==> src/rtl/i2c_target.sv <==
// I2C target (responder) with 7-bit addressing and a byte-wide register port.
// Oversamples SCL/SDA on clk; START/STOP are decoded in every state.
// Optional: define I2C_GLITCH_FILTER_EN to add a 3-sample majority filter
// on both synchronized lines (rejects 1-clk pulses, adds 1 clk of latency).
module i2c_target #(
  parameter logic [6:0]  TARGET_ADDR = 7'h44,
  parameter int unsigned SYNC_STAGES = 2
) (
  input  logic       clk,
  input  logic       rst,
  input  logic       scl_i,
  input  logic       sda_i,
  output logic       sda_oe,
  output logic [7:0] reg_ptr,
  output logic       wr_en,
  output logic [7:0] wr_data,
  output logic       rd_req,
  input  logic [7:0] rd_data,
  output logic       busy,
  output logic       addr_hit
);

  localparam int unsigned CNT_W = 4;

  typedef enum logic [2:0] {
    S_IDLE,
    S_ADDR,
    S_ADDR_ACK,
    S_WR_BYTE,
    S_WR_ACK,
    S_RD_BYTE,
    S_RD_ACK,
    S_WAIT_STOP
  } state_e;

  // ---------------------------------------------------------------------
  // Input conditioning
  // ---------------------------------------------------------------------
  logic [SYNC_STAGES-1:0] scl_sync_q, scl_sync_d;
  logic [SYNC_STAGES-1:0] sda_sync_q, sda_sync_d;
  logic                   s_scl, s_sda;
  logic                   scl_prev_q, scl_prev_d;
  logic                   sda_prev_q, sda_prev_d;

  // Synchronizer shift and delayed copies for edge detection
  always_comb begin
    scl_sync_d = {scl_sync_q[SYNC_STAGES-2:0], scl_i};
    sda_sync_d = {sda_sync_q[SYNC_STAGES-2:0], sda_i};
    scl_prev_d = s_scl;
    sda_prev_d = s_sda;
  end

`ifdef I2C_GLITCH_FILTER_EN
  logic [1:0] scl_hist_q, scl_hist_d;
  logic [1:0] sda_hist_q, sda_hist_d;
  logic       scl_raw, sda_raw;

  // Majority of the current synced sample and the two before it
  always_comb begin
    scl_raw    = scl_sync_q[SYNC_STAGES-1];
    sda_raw    = sda_sync_q[SYNC_STAGES-1];
    scl_hist_d = {scl_hist_q[0], scl_raw};
    sda_hist_d = {sda_hist_q[0], sda_raw};
    s_scl = (scl_raw & scl_hist_q[0]) | (scl_raw & scl_hist_q[1]) | (scl_hist_q[0] & scl_hist_q[1]);
    s_sda = (sda_raw & sda_hist_q[0]) | (sda_raw & sda_hist_q[1]) | (sda_hist_q[0] & sda_hist_q[1]);
  end

  // Filter history registers (idle bus is high)
  always_ff @(posedge clk or posedge rst) begin
    if (rst) begin
      scl_hist_q <= 2'b11;
      sda_hist_q <= 2'b11;
    end else begin
      scl_hist_q <= scl_hist_d;
      sda_hist_q <= sda_hist_d;
    end
  end
`else
  // Synced lines used directly
  always_comb begin
    s_scl = scl_sync_q[SYNC_STAGES-1];
    s_sda = sda_sync_q[SYNC_STAGES-1];
  end
`endif

  // Synchronizer and edge-detect registers (idle bus is high)
  always_ff @(posedge clk or posedge rst) begin
    if (rst) begin
      scl_sync_q <= '1;
      sda_sync_q <= '1;
      scl_prev_q <= 1'b1;
      sda_prev_q <= 1'b1;
    end else begin
      scl_sync_q <= scl_sync_d;
      sda_sync_q <= sda_sync_d;
      scl_prev_q <= scl_prev_d;
      sda_prev_q <= sda_prev_d;
    end
  end

  logic scl_rise, scl_fall, start_det, stop_det;

  // Bus events on the conditioned lines
  always_comb begin
    scl_rise  =  s_scl & ~scl_prev_q;
    scl_fall  = ~s_scl &  scl_prev_q;
    start_det =  s_scl &  scl_prev_q &  sda_prev_q & ~s_sda;
    stop_det  =  s_scl &  scl_prev_q & ~sda_prev_q &  s_sda;
  end

  // ---------------------------------------------------------------------
  // Protocol FSM
  // ---------------------------------------------------------------------
  state_e           state_q, state_d;
  logic [CNT_W-1:0] bit_cnt_q, bit_cnt_d;
  logic [7:0]       shift_q, shift_d;
  logic [7:0]       tx_q, tx_d;
  logic             ack_ph_q, ack_ph_d;
  logic             first_byte_q, first_byte_d;
  logic             rw_q, rw_d;
  logic             sda_oe_q, sda_oe_d;
  logic [7:0]       reg_ptr_q, reg_ptr_d;
  logic             wr_en_q, wr_en_d;
  logic [7:0]       wr_data_q, wr_data_d;
  logic             rd_req_q, rd_req_d;
  logic             busy_q, busy_d;
  logic             addr_hit_q, addr_hit_d;
  logic [7:0]       byte_in;

  // Next-state and output logic
  always_comb begin
    state_d      = state_q;
    bit_cnt_d    = bit_cnt_q;
    shift_d      = shift_q;
    tx_d         = tx_q;
    ack_ph_d     = ack_ph_q;
    first_byte_d = first_byte_q;
    rw_d         = rw_q;
    sda_oe_d     = sda_oe_q;
    reg_ptr_d    = reg_ptr_q;
    wr_en_d      = 1'b0;
    wr_data_d    = wr_data_q;
    rd_req_d     = 1'b0;
    busy_d       = busy_q;
    addr_hit_d   = addr_hit_q;
    byte_in      = {shift_q[6:0], s_sda};

    // Read byte is captured one clk after the request strobe
    if (rd_req_q) tx_d = rd_data;
    // Pointer advances the cycle after a data write strobe
    if (wr_en_q) reg_ptr_d = reg_ptr_q + 8'd1;

    if (start_det) begin
      state_d    = S_ADDR;
      bit_cnt_d  = '0;
      busy_d     = 1'b1;
      addr_hit_d = 1'b0;
      sda_oe_d   = 1'b0;
    end else if (stop_det) begin
      state_d    = S_IDLE;
      busy_d     = 1'b0;
      addr_hit_d = 1'b0;
      sda_oe_d   = 1'b0;
    end else begin
      unique case (state_q)
        S_IDLE: ;
        S_ADDR: begin
          if (scl_rise) begin
            shift_d = byte_in;
            if (bit_cnt_q == CNT_W'(7)) begin
              bit_cnt_d = '0;
              if (byte_in[7:1] == TARGET_ADDR) begin
                state_d  = S_ADDR_ACK;
                ack_ph_d = 1'b0;
                rw_d     = byte_in[0];
                rd_req_d = byte_in[0];
              end else begin
                state_d = S_WAIT_STOP;
              end
            end else begin
              bit_cnt_d = bit_cnt_q + CNT_W'(1);
            end
          end
        end
        S_ADDR_ACK: begin
          if (scl_fall) begin
            if (!ack_ph_q) begin
              sda_oe_d   = 1'b1;
              addr_hit_d = 1'b1;
              ack_ph_d   = 1'b1;
            end else if (rw_q) begin
              sda_oe_d  = ~tx_q[7];
              tx_d      = {tx_q[6:0], 1'b0};
              bit_cnt_d = CNT_W'(1);
              state_d   = S_RD_BYTE;
            end else begin
              sda_oe_d     = 1'b0;
              first_byte_d = 1'b1;
              bit_cnt_d    = '0;
              state_d      = S_WR_BYTE;
            end
          end
        end
        S_WR_BYTE: begin
          if (scl_rise) begin
            shift_d = byte_in;
            if (bit_cnt_q == CNT_W'(7)) begin
              if (first_byte_q) begin
                reg_ptr_d    = byte_in;
                first_byte_d = 1'b0;
              end else begin
                wr_data_d = byte_in;
                wr_en_d   = 1'b1;
              end
              bit_cnt_d = '0;
              ack_ph_d  = 1'b0;
              state_d   = S_WR_ACK;
            end else begin
              bit_cnt_d = bit_cnt_q + CNT_W'(1);
            end
          end
        end
        S_WR_ACK: begin
          if (scl_fall) begin
            if (!ack_ph_q) begin
              sda_oe_d = 1'b1;
              ack_ph_d = 1'b1;
            end else begin
              sda_oe_d  = 1'b0;
              bit_cnt_d = '0;
              state_d   = S_WR_BYTE;
            end
          end
        end
        S_RD_BYTE: begin
          if (scl_fall) begin
            if (bit_cnt_q == CNT_W'(8)) begin
              sda_oe_d = 1'b0;
              state_d  = S_RD_ACK;
            end else begin
              sda_oe_d  = ~tx_q[7];
              tx_d      = {tx_q[6:0], 1'b0};
              bit_cnt_d = bit_cnt_q + CNT_W'(1);
            end
          end
        end
        S_RD_ACK: begin
          if (scl_rise) begin
            if (!s_sda) begin
              reg_ptr_d = reg_ptr_q + 8'd1;
              rd_req_d  = 1'b1;
              bit_cnt_d = '0;
              state_d   = S_RD_BYTE;
            end else begin
              state_d = S_WAIT_STOP;
            end
          end
        end
        S_WAIT_STOP: sda_oe_d = 1'b0;
        default: state_d = S_IDLE;
      endcase
    end
  end

  // FSM state and registered outputs
  always_ff @(posedge clk or posedge rst) begin
    if (rst) begin
      state_q      <= S_IDLE;
      bit_cnt_q    <= '0;
      shift_q      <= '0;
      tx_q         <= '0;
      ack_ph_q     <= 1'b0;
      first_byte_q <= 1'b0;
      rw_q         <= 1'b0;
      sda_oe_q     <= 1'b0;
      reg_ptr_q    <= '0;
      wr_en_q      <= 1'b0;
      wr_data_q    <= '0;
      rd_req_q     <= 1'b0;
      busy_q       <= 1'b0;
      addr_hit_q   <= 1'b0;
    end else begin
      state_q      <= state_d;
      bit_cnt_q    <= bit_cnt_d;
      shift_q      <= shift_d;
      tx_q         <= tx_d;
      ack_ph_q     <= ack_ph_d;
      first_byte_q <= first_byte_d;
      rw_q         <= rw_d;
      sda_oe_q     <= sda_oe_d;
      reg_ptr_q    <= reg_ptr_d;
      wr_en_q      <= wr_en_d;
      wr_data_q    <= wr_data_d;
      rd_req_q     <= rd_req_d;
      busy_q       <= busy_d;
      addr_hit_q   <= addr_hit_d;
    end
  end

  assign sda_oe   = sda_oe_q;
  assign reg_ptr  = reg_ptr_q;
  assign wr_en    = wr_en_q;
  assign wr_data  = wr_data_q;
  assign rd_req   = rd_req_q;
  assign busy     = busy_q;
  assign addr_hit = addr_hit_q;

endmodule

==> config.mk <==
export PLATFORM = sky130hd
export DESIGN_NAME = i2c_target
export DESIGN_NICKNAME = d
export VERILOG_FILES = /design/src/rtl/i2c_target.sv
export SDC_FILE = /design/constraint.sdc
export NUM_CORES = 1
export LEC_CHECK = 0
export CORE_MARGIN = 2
export CORE_UTILIZATION = 63
export CTS_CLUSTER_SIZE = 20
export DETAILED_ROUTE_END_ITERATION = 10
export DONT_BUFFER_PORTS = 1
export PLACE_DENSITY = 0.79
export SLEW_MARGIN = 20
export SYNTH_ARGS = -nofsm -noshare
export SYNTH_HDL_FRONTEND = slang
export SYNTH_SLANG_ARGS = --single-unit
==> constraint.sdc <==
create_clock -name clk -period 2.4 [get_ports clk]
set_input_delay 0.48 -clock clk [delete_from_list [all_inputs] [get_ports clk]]
set_output_delay 0.48 -clock clk [all_outputs]
set_load 0.05 [all_outputs]
==> results of run 1 <==
[power groups by stage]
stage               sequential (mW)  clock [mW]  combinational (mW)
finish                         1.40       0.524               0.862
global route                   1.45       0.562               0.963
CTS                            1.39       0.535               0.862
detailed placement             1.41           0               0.858
global placement               1.41           0               0.825
floorplan                      1.28           0               0.807
[routing by layer]
metal / vias to the layer above / part of all wire, %
li1: 974 / -
met1: 957 / 46
met2: 58 / 46
met3: 5 / 6.3
met4: 0 / 1.3
met5: - / 0
[kinds of logic (layout without fill, tap and decap cells)]
family                     count (synthesis)  in the layout  share of synthesized area (%)
AOI/OAI and AO/OA                         60             60                          13.62
xor gates and xnor gates                   8              8                          2.485
adders and majority gates                  3              3                          1.331
buffers and inverters                     20             24                          3.771
DFF                                       52             52                          46.41
muxes                                     26             26                          10.29
and+or+nand+nor                          100            100                          22.09
[flip-flops by register name, summed over array words and instances, names as in the netlist]
name,flops
busy,1
wr_en,1
sda_sync_q,2
sda_prev_q,1
state_q,3
sda_oe,1
scl_prev_q,1
wr_data,8
rw_q,1
rd_req,1
reg_ptr,8
ack_ph_q,1
first_byte_q,1
shift_q,7
tx_q,8
scl_sync_q,2
addr_hit,1
bit_cnt_q,4
[Yosys cell counts (2+ instances only)]
library cell | number | area (um^2)
o21ai_0 | 16 | 80.08
and3_1 | 3 | 18.77
nand3_1 | 9 | 45.04
and2_1 | 2 | 12.51
buf_2 | 7 | 35.03
xnor2_1 | 3 | 26.28
mux2_2 | 24 | 270.3
and4bb_2 | 2 | 25.02
and2b_1 | 3 | 22.52
a31o_2 | 2 | 17.52
a31oi_1 | 2 | 12.51
buf_4 | 2 | 15.01
o221ai_1 | 3 | 26.28
and2b_2 | 2 | 17.52
dfstp_2 | 6 | 157.7
nor2_1 | 13 | 48.80
a21o_1 | 2 | 15.01
xor2_1 | 5 | 43.79
o21ai_1 | 2 | 10.01
o21a_1 | 2 | 15.01
nand4_1 | 6 | 37.54
nand2b_1 | 8 | 50.05
ha_1 | 3 | 37.54
nor3_1 | 3 | 15.01
a21oi_1 | 18 | 90.09
buf_6 | 2 | 22.52
inv_1 | 7 | 26.28
and3b_1 | 2 | 17.52
a21boi_0 | 2 | 15.01
nor3b_1 | 4 | 30.03
nand2_1 | 26 | 97.59
dfrtp_1 | 46 | 1151
mux2i_1 | 2 | 20.02
nor2b_1 | 2 | 12.51
[metrics by stage]
step	hold slack (ns)	utilization (%)	area, um^2	power [mW]
2_1_floorplan	0.3452	-	2820	2.087
3_3_place_gp	0.3454	66.72	2885	2.231
3_5_place_dp	0.3487	66.72	2885	2.271
4_1_cts	0.09754	68.92	2980	2.793
5_1_grt	0.1317	68.92	2980	2.972
6_report	0.09155	68.92	2980	2.791
[path summary, 6_finish.rpt]
| kind | from | slack [ns] | endpoint |
|---|---|---|---|
| setup / recovery | state_q[1] | 0.34 | bit_cnt_q[2] |
| hold / removal | rst | 0.09 | wr_data[6] |
| min in group clk | sda_i | 0.15 | sda_sync_q[0] |
| hold reg to reg | scl_sync_q[0] | 0.36 | scl_sync_q[1] |
| max in group asynchronous | rst | 1.78 | wr_data[2] |
| setup reg to reg | state_q[1] | 0.34 | bit_cnt_q[2] |
[critical path, stage by stage, from the launching register on]
cell	delay (ns)
dfrtp_1	0.82
nor3b_1	0.35
o21ai_0	0.13
a32o_2	0.31
a211oi_1	0.26
a31o_2	0.14
[layout make-up]
cell class | instances | area [um^2] | share of cell area (%)
sequential | 52 | 1309 | 43.91
multi-input combinational | 197 | 1405 | 47.15
tap | 52 | 65.06 | 2.183
timing repair buffer | 9 | 80.08 | 2.687
clock inverter | 3 | 26.28 | 0.8816
clock buffer | 5 | 68.82 | 2.309
inverter | 7 | 26.28 | 0.8816
==> qor.yml, run 1 <==
outcome: "finished clean"
period_share_pct: 85.77
met1_usage_pct: 36.43
drtPass1Iterations: 4
dp.cells: 317
remaining_drc_errors: 0
cts.sinks: 52
instances_no_fill: 325
tritoncts: "yes"
synth_nets: 284
die-area_mm2: 0.005028
ant_nets: 0
hold_class: "input pin to async pin"
start_util_pct: 65.22
synthToLayoutAreaGrowth_pct: 5.679
p_seq_share_pct: 50.3
groute.layer.met3.usage_pct: 3.989
switching_share_pct: 38.55
track_usage_pct: 24.58
cap_violations: 0
yosys_most_used_dff: "dfrtp_1"
tns_ns: 0
num-fill-cells: 330
ff2ff_path_depth: 5
clockPowerShare_pct: 18.8
cts_setup_buffers: 0
synth_cell_types: 62
async_flop_share_pct: 100.0
power.density_mw_per_mm2: 936.4
tightest_slew_ns: 0.7630
end_kind: "flip-flop"
die_w_um: 70.91
intPower_mw: 1.715
clk_latency_ns: 0.31
p_switching_mw: 1.076
grt-busiest-layer: "met2"
seq_area_frac_synth_pct: 46.41
leakage_nw: 1.326
clk_pin_slew_ns: 0.10
antenna_found_initial: 0
hpwl_mm: 3.992
gp_congestion: 0.9516
path_class: "flip-flop to flip-flop"
synth.avg_cell_area_um2: 10.48
grt_pass1_vias: 1949
max_slew_margin_pct: 49.13
cts_hold_buf: 0
worstSetupStartpointType: "flip-flop"
numPortBuffers: 0
setup_viol: 0
yosys_warnings: 0
synth_area_mm2: 0.002820
post_drt_wl_per_cell_um: 17.50
vias_per_cell: 6.135
globalRouteOverflowTotal: 0
min_period_ns: 2.059
synth-seq-cells: 52
skew_ns: 0.007740
clockBufferDepth: 2
rsz0062_at_grt: "no"
crit_required_ns: 2.66
syn_inst: 269
die_height_um: 70.91
rows: 24
layout_common_cells: "46 x dfrtp_1, 26 x nand2_1, 24 x mux2_2, 18 x a21oi_1, 16 x o21ai_0"
synth_edf_count: 0
pre_cts_ws_ns: 0.3875
final_common_cell: "dfrtp_1"
vias: 1994
grt_pass1_wl_mm: 9.694
clock.fmax_mhz: 485.8
ctsResizeCount: 0
use_met2_pct: 37.28
drive_gt1_share_pct: 23.08
cp.arrival_ns: 2.32
finalHoldViolCount: 0
diodes: 0
cts_root_buf: "clkbuf_8"
p_comb_share_pct: 30.9
htree_num_levels: 2
num_io_pins: 33
max-vdd-ir-drop_v: 0.0007644
grt_max_degree: 28
core_mm2: 0.004324
drt_iter0_markers: 141
numCtsBuffers: 5
setup_ws_ns: 0.3414
critPathMaxFanout: 21
wirelength_mm: 5.689
drv_slew: 0
nNetsFinal: 287
Note: power is estimated with default switching activity, not from simulation.
==> inputs of run 2 (changes only) <==
--- a/config.mk
+++ b/config.mk
@@ -5,11 +5,11 @@
 export SDC_FILE = /design/constraint.sdc
 export NUM_CORES = 1
 export LEC_CHECK = 0
+export BUFFER_PORTS_ARGS = -buffer_cell sky130_fd_sc_hd__buf_2
 export CORE_MARGIN = 2
-export CORE_UTILIZATION = 63
+export CORE_UTILIZATION = 58
 export CTS_CLUSTER_SIZE = 20
 export DETAILED_ROUTE_END_ITERATION = 10
-export DONT_BUFFER_PORTS = 1
 export PLACE_DENSITY = 0.79
 export SLEW_MARGIN = 20
 export SYNTH_ARGS = -nofsm -noshare
==> run 2 against run 1 <==
Final area up 4.5%. Maximum frequency down 1.4%. First-iteration DRC count up 38%. Sequential cell count unchanged. Setup slack worse by 0.028 ns. Sequential power down 3%. Global-route usage down 1.2 points. Clock power up 4.6%. Power up 1.5%. Final cell count up 8.9%. Critical path type unchanged. Critical endpoint is now state_q[0]. Largest cell class unchanged. Highest routed layer unchanged.
==> qor.yml, run 2 (synthesis gave the netlist of run 1 again) <==
outcome: "finished clean"  # unchanged
nNetsFinal: 314  # was 287
critPathMaxFanout: 24  # was 21
core_mm2: 0.004692  # was 0.004324 mm^2
hold_class: "input pin to async pin"  # unchanged
skew_ns: 0.01271  # was 0.007740 ns
layout_common_cells: "46 x dfrtp_1, 32 x buf_2, 26 x nand2_1, 24 x mux2_2, 18 x a21oi_1"  # was 46 x dfrtp_1, 26 x nand2_1, 24 x mux2_2, 18 x a21oi_1, 16 x o21ai_0
leakage_nw: 1.467  # was 1.326 nW
post_drt_wl_per_cell_um: 16.00  # was 17.50 um
cts.sinks: 52  # unchanged
die_w_um: 73.73  # was 70.91 um
diodes: 0  # unchanged
clock.fmax_mhz: 479.2  # was 485.8 MHz
crit_required_ns: 2.64  # was 2.66 ns
rows: 25  # was 24
worstSetupStartpointType: "flip-flop"  # unchanged
wirelength_mm: 5.663  # was 5.689 mm
grt_pass1_wl_mm: 9.673  # was 9.694 mm
tritoncts: "yes"  # unchanged
power.density_mw_per_mm2: 910.1  # was 936.4 mW/mm^2
cpPeakStageDelay_ns: 0.90  # was 0.82 ns
drt_iter0_markers: 195  # was 141
num-fill-cells: 385  # was 330
die-area_mm2: 0.005436  # was 0.005028 mm^2
crit_family: "flip-flops"  # was compound AO/OA/AOI/OAI gates
htree_num_levels: 2  # unchanged
drtPass1Iterations: 4  # unchanged
r2r_slack_ns: 0.31  # was 0.34 ns
numCtsBuffers: 5  # unchanged
final_common_cell: "dfrtp_1"  # unchanged
drv_slew: 0  # unchanged
cts_setup_buffers: 0  # unchanged
numPortBuffers: 32  # was 0
start_util_pct: 60.11  # was 65.22%
clk_pin_slew_ns: 0.11  # was 0.10 ns
ant_nets: 0  # unchanged
ff2ff_path_depth: 5  # unchanged
ctsResizeCount: 0  # unchanged
end_kind: "flip-flop"  # unchanged
clockBufferDepth: 2  # unchanged
hpwl_mm: 3.829  # was 3.992 mm
max_slew_margin_pct: 45.47  # was 49.13%
finalHoldViolCount: 0  # unchanged
crit_path_cell_trace: "inv_1, o21ai_1, a21oi_2, a21oi_1, mux2i_1"  # was nor3b_1, o21ai_0, a32o_2, a211oi_1, a31o_2
grt_max_degree: 53  # was 28
die_height_um: 73.73  # was 70.91 um
drive_gt1_share_pct: 30.00  # was 23.08%
remaining_drc_errors: 0  # unchanged
cp.arrival_ns: 2.32  # about the same
cp_num_buf_inv: 1  # was 0
vias: 2125  # was 1994
grt_pass1_vias: 2041  # was 1949
period_share_pct: 86.95  # was 85.77%
num_io_pins: 33  # unchanged
timing.rr.end: "state_q[0]"  # was bit_cnt_q[2]
cts_hold_buf: 0  # unchanged
globalRouteOverflowTotal: 0  # unchanged
path_class: "flip-flop to flip-flop"  # unchanged
gp_congestion: 0.9003  # was 0.9516
setup_viol: 0  # unchanged
antenna_found_initial: 0  # unchanged
track_usage_pct: 23.36  # was 24.58%
max-vdd-ir-drop_v: 0.0006705  # was 0.0007644 V
min_period_ns: 2.087  # was 2.059 ns
r2r-start: "state_q[0]"  # was state_q[1]
synthToLayoutAreaGrowth_pct: 10.38  # was 5.679%
vias_per_cell: 6.003  # was 6.135
slowest_stage: "dfrtp_1"  # unchanged
cap_violations: 0  # unchanged
tns_ns: 0  # unchanged
final_core_util_pct: 66.35  # was 68.92%
rsz0062_at_grt: "no"  # unchanged
cts_root_buf: "clkbuf_8"  # unchanged
clk_latency_ns: 0.32  # was 0.31 ns
tightest_slew_ns: 0.8179  # was 0.7630 ns
-- run 2: area by class of cell --
cell class                 count  area (um^2)  share of cell area (%)
multi-input combinational    197         1405                   45.14
sequential                    52         1309                   42.04
timing repair buffer          36        202.7                   6.511
clock buffer                   5        68.82                   2.211
tap                           54        67.56                   2.170
clock inverter                 3        33.78                   1.085
inverter                       7        26.28                  0.8441
-- run 2: layer usage --
layer	wire length [um]	GRT usage (%)
met4	126	7.879
met2	2513	32.84
met3	341	6.036
met5	0	0
met1	2681	35.03
-- run 2: how the worst max path moves through the flow --
stage	cells after the start	to	slack [ns]	from
after floorplan	6	wr_data[0]	0.66	scl_sync_q[1]
after global placement	6	wr_data[6]	0.42	bit_cnt_q[0]
after detailed placement	6	wr_data[0]	0.41	bit_cnt_q[0]
after CTS	5	bit_cnt_q[2]	0.37	state_q[1]
after global routing	5	bit_cnt_q[2]	0.17	state_q[1]
final	5	state_q[0]	0.31	state_q[0]
-- run 2: worst min-delay path, cell delays in order --
cell	delay [ns]
buf_2	0.10
inv_2	0.06
buf_12	0.25
-- run 2: per-stage QoR --
stage | hold WS, ns | cells | setup WS (ns) | instance area [um^2] | power [mW]
after detailed placement | 0.3495 | 346 | 0.4062 | 3010 | 2.278
after global placement | 0.3458 | 346 | 0.4209 | 3010 | 2.242
after global routing | 0.2040 | 354 | 0.1692 | 3113 | 3.025
final | 0.1850 | 354 | 0.3131 | 3113 | 2.833
after CTS | 0.2004 | 354 | 0.3746 | 3113 | 2.832
after floorplan | 0.3452 | 269 | 0.6591 | 2820 | 2.087
-- run 2: report_power, final --
group,internal (mW),switching (mW)
logic,0.437,0.488
clock network,0.220,0.328
registers,1.07,0.287
==> inputs of run 3 (changes only) <==
==> config.mk (replaced) <==
export PLATFORM = sky130hd
export DESIGN_NAME = i2c_target
export DESIGN_NICKNAME = d
export VERILOG_FILES = /design/src/rtl/i2c_target.sv
export SDC_FILE = /design/constraint.sdc
export NUM_CORES = 1
export LEC_CHECK = 0
export CORE_MARGIN = 2
export CORE_UTILIZATION = 55
export CTS_CLUSTER_SIZE = 20
export DETAILED_ROUTE_END_ITERATION = 10
export DONT_BUFFER_PORTS = 1
export PLACE_DENSITY = 0.7
export SLEW_MARGIN = 10
export SYNTH_ARGS = -nofsm -noshare
export SYNTH_HDL_FRONTEND = slang
export SYNTH_SLANG_ARGS = --single-unit
==> run 3 against run 2 <==
Via count is 5.6% lower. Clock skew decreased by 0.0073 ns. Critical path depth stayed put. Global-route usage fell by 2.3 points. Sequential cell count unchanged. Maximum frequency grew 3.0%. Wire length is 2.0% lower.
==> qor.yml, run 3 (synthesis gave the netlist of run 1 again) <==
outcome: "finished clean"  # unchanged
globalRouteOverflowTotal: 0  # unchanged
die_height_um: 75.61  # was 73.73 um
start_util_pct: 55.93  # was 60.11%
pre_cts_ws_ns: 0.4210  # was 0.4062 ns
cts_hold_buf: 0  # unchanged
final_core_util_pct: 59.40  # was 66.35%
vias: 2005  # was 2125
die_w_um: 75.61  # was 73.73 um
clk_pin_slew_ns: 0.10  # was 0.11 ns
setup_ws_ns: 0.3740  # was 0.3131 ns
grt_max_degree: 53  # unchanged
wl_met1_mm: 2.742  # was 2.681 mm
hpwl_mm: 3.789  # was 3.829 mm
r2r_slack_ns: 0.37  # was 0.31 ns
setup_viol: 0  # unchanged
track_usage_pct: 21.07  # was 23.36%
cap_violations: 0  # unchanged
crit_path_cell_trace: "nor3b_1, o21ai_0, a32o_2, a211oi_1, a31o_2"  # was inv_1, o21ai_1, a21oi_2, a21oi_1, mux2i_1
cts_root_buf: "clkbuf_8"  # unchanged
rsz0062_at_grt: "no"  # unchanged
critPathMaxFanout: 21  # was 24
cpPeakStageDelay_ns: 0.82  # was 0.90 ns
nNetsFinal: 286  # was 314
tightest_slew_ns: 0.7648  # was 0.8179 ns
crit_family: "flip-flops"  # unchanged
wirelength_mm: 5.550  # was 5.663 mm
htree_num_levels: 2  # unchanged
gp_congestion: 0.9072  # was 0.9003
dp.cells: 334  # was 346
power.density_mw_per_mm2: 929.6  # was 910.1 mW/mm^2
core_mm2: 0.005042  # was 0.004692 mm^2
drv_slew: 0  # unchanged
synthToLayoutAreaGrowth_pct: 6.211  # was 10.38%
cts.sinks: 52  # unchanged
die-area_mm2: 0.005716  # was 0.005436 mm^2
numCtsBuffers: 5  # unchanged
finalHoldViolCount: 0  # unchanged
grt_pass1_vias: 1890  # was 2041
leakage_nw: 1.320  # was 1.467 nW
ctsResizeCount: 0  # unchanged
cp.arrival_ns: 2.28  # was 2.32 ns
slowest_stage: "dfrtp_1"  # unchanged
hold_class: "input pin to async pin"  # unchanged
route.met3.wl_um: 222  # was 341 um
vias_per_cell: 5.863  # was 6.003
crit_start: "state_q[1]"  # was state_q[0]
min_period_ns: 2.026  # was 2.087 ns
period_share_pct: 84.42  # was 86.95%
max_slew_margin_pct: 49.01  # was 45.47%
diodes: 0  # unchanged
num_io_pins: 33  # unchanged
remaining_drc_errors: 0  # unchanged
drive_gt1_share_pct: 22.79  # was 30.00%
rows: 26  # was 25
numPortBuffers: 0  # was 32
cts_setup_buffers: 0  # unchanged
drtPass1Iterations: 4  # unchanged
grt_pass1_wl_mm: 9.121  # was 9.673 mm
routed-wl-met2_mm: 2.527  # was 2.513 mm
clockBufferDepth: 2  # unchanged
path_class: "flip-flop to flip-flop"  # unchanged
r2r-start: "state_q[1]"  # was state_q[0]
skew_ns: 0.005421  # was 0.01271 ns
antenna_found_initial: 0  # unchanged
clk_latency_ns: 0.31  # was 0.32 ns
clock.fmax_mhz: 493.6  # was 479.2 MHz
crit_required_ns: 2.65  # was 2.64 ns
cp_num_buf_inv: 0  # was 1
final_common_cell: "dfrtp_1"  # unchanged
worstSetupStartpointType: "flip-flop"  # unchanged
ant_nets: 0  # unchanged
layout_common_cells: "46 x dfrtp_1, 26 x nand2_1, 24 x mux2_2, 18 x a21oi_1, 16 x o21ai_0"  # was 46 x dfrtp_1, 32 x buf_2, 26 x nand2_1, 24 x mux2_2, 18 x a21oi_1
max-vdd-ir-drop_v: 0.0004900  # was 0.0006705 V
tritoncts: "yes"  # unchanged
tns_ns: 0  # unchanged
post_drt_wl_per_cell_um: 16.23  # was 16.00 um
drt_iter0_markers: 131  # was 195
end_kind: "flip-flop"  # unchanged
highest_layer: "met4"  # unchanged
instances_no_fill: 342  # was 354
[run 3: worst register-to-register path: stages, from the launching register on]
cell and delay [ns]:
dfrtp_1 0.82, nor3b_1 0.36, o21ai_0 0.13, a32o_2 0.30, a211oi_1 0.23, a31o_2 0.13
[run 3: routing by layer]
layer / up-vias / track usage [%]
li1: 974 / -
met1: 979 / 31.99
met2: 45 / 30.63
met3: 7 / 4.762
met4: 0 / 5.458
met5: - / 0
[run 3: power by group]
group | internal [mW] | total [mW] | switching [mW]
Clock | 0.213 | 0.524 | 0.311
Combinational | 0.430 | 0.855 | 0.425
Sequential | 1.07 | 1.41 | 0.334
[run 3: worst paths after layout]
check	endpoint	cells after the start
setup / recovery	bit_cnt_q[2]	5
hold / removal	wr_data[0]	2
setup reg to reg	bit_cnt_q[2]	5
hold reg to reg	scl_sync_q[1]	0
max in group asynchronous	scl_prev_q	2
min in group clk	scl_sync_q[0]	0
[run 3: area by class of cell]
class,instances,area (um^2)
Fill cell,442,2047
Multi-Input combinational cell,197,1405
Sequential cell,52,1309
Tap cell,70,87.58
Timing Repair Buffer,8,72.57
Clock buffer,5,68.82
Clock inverter,3,26.28
Inverter,7,26.28
[run 3: stage by stage]
step	total power, mW	hold WS (ns)	cell area (um^2)
floorplan	2.087	0.3452	2820
global placement	2.244	0.3457	2900
detailed placement	2.276	0.3487	2900
CTS	2.809	0.09279	2995
global route	2.981	0.1023	2995
finish	2.785	0.08875	2995
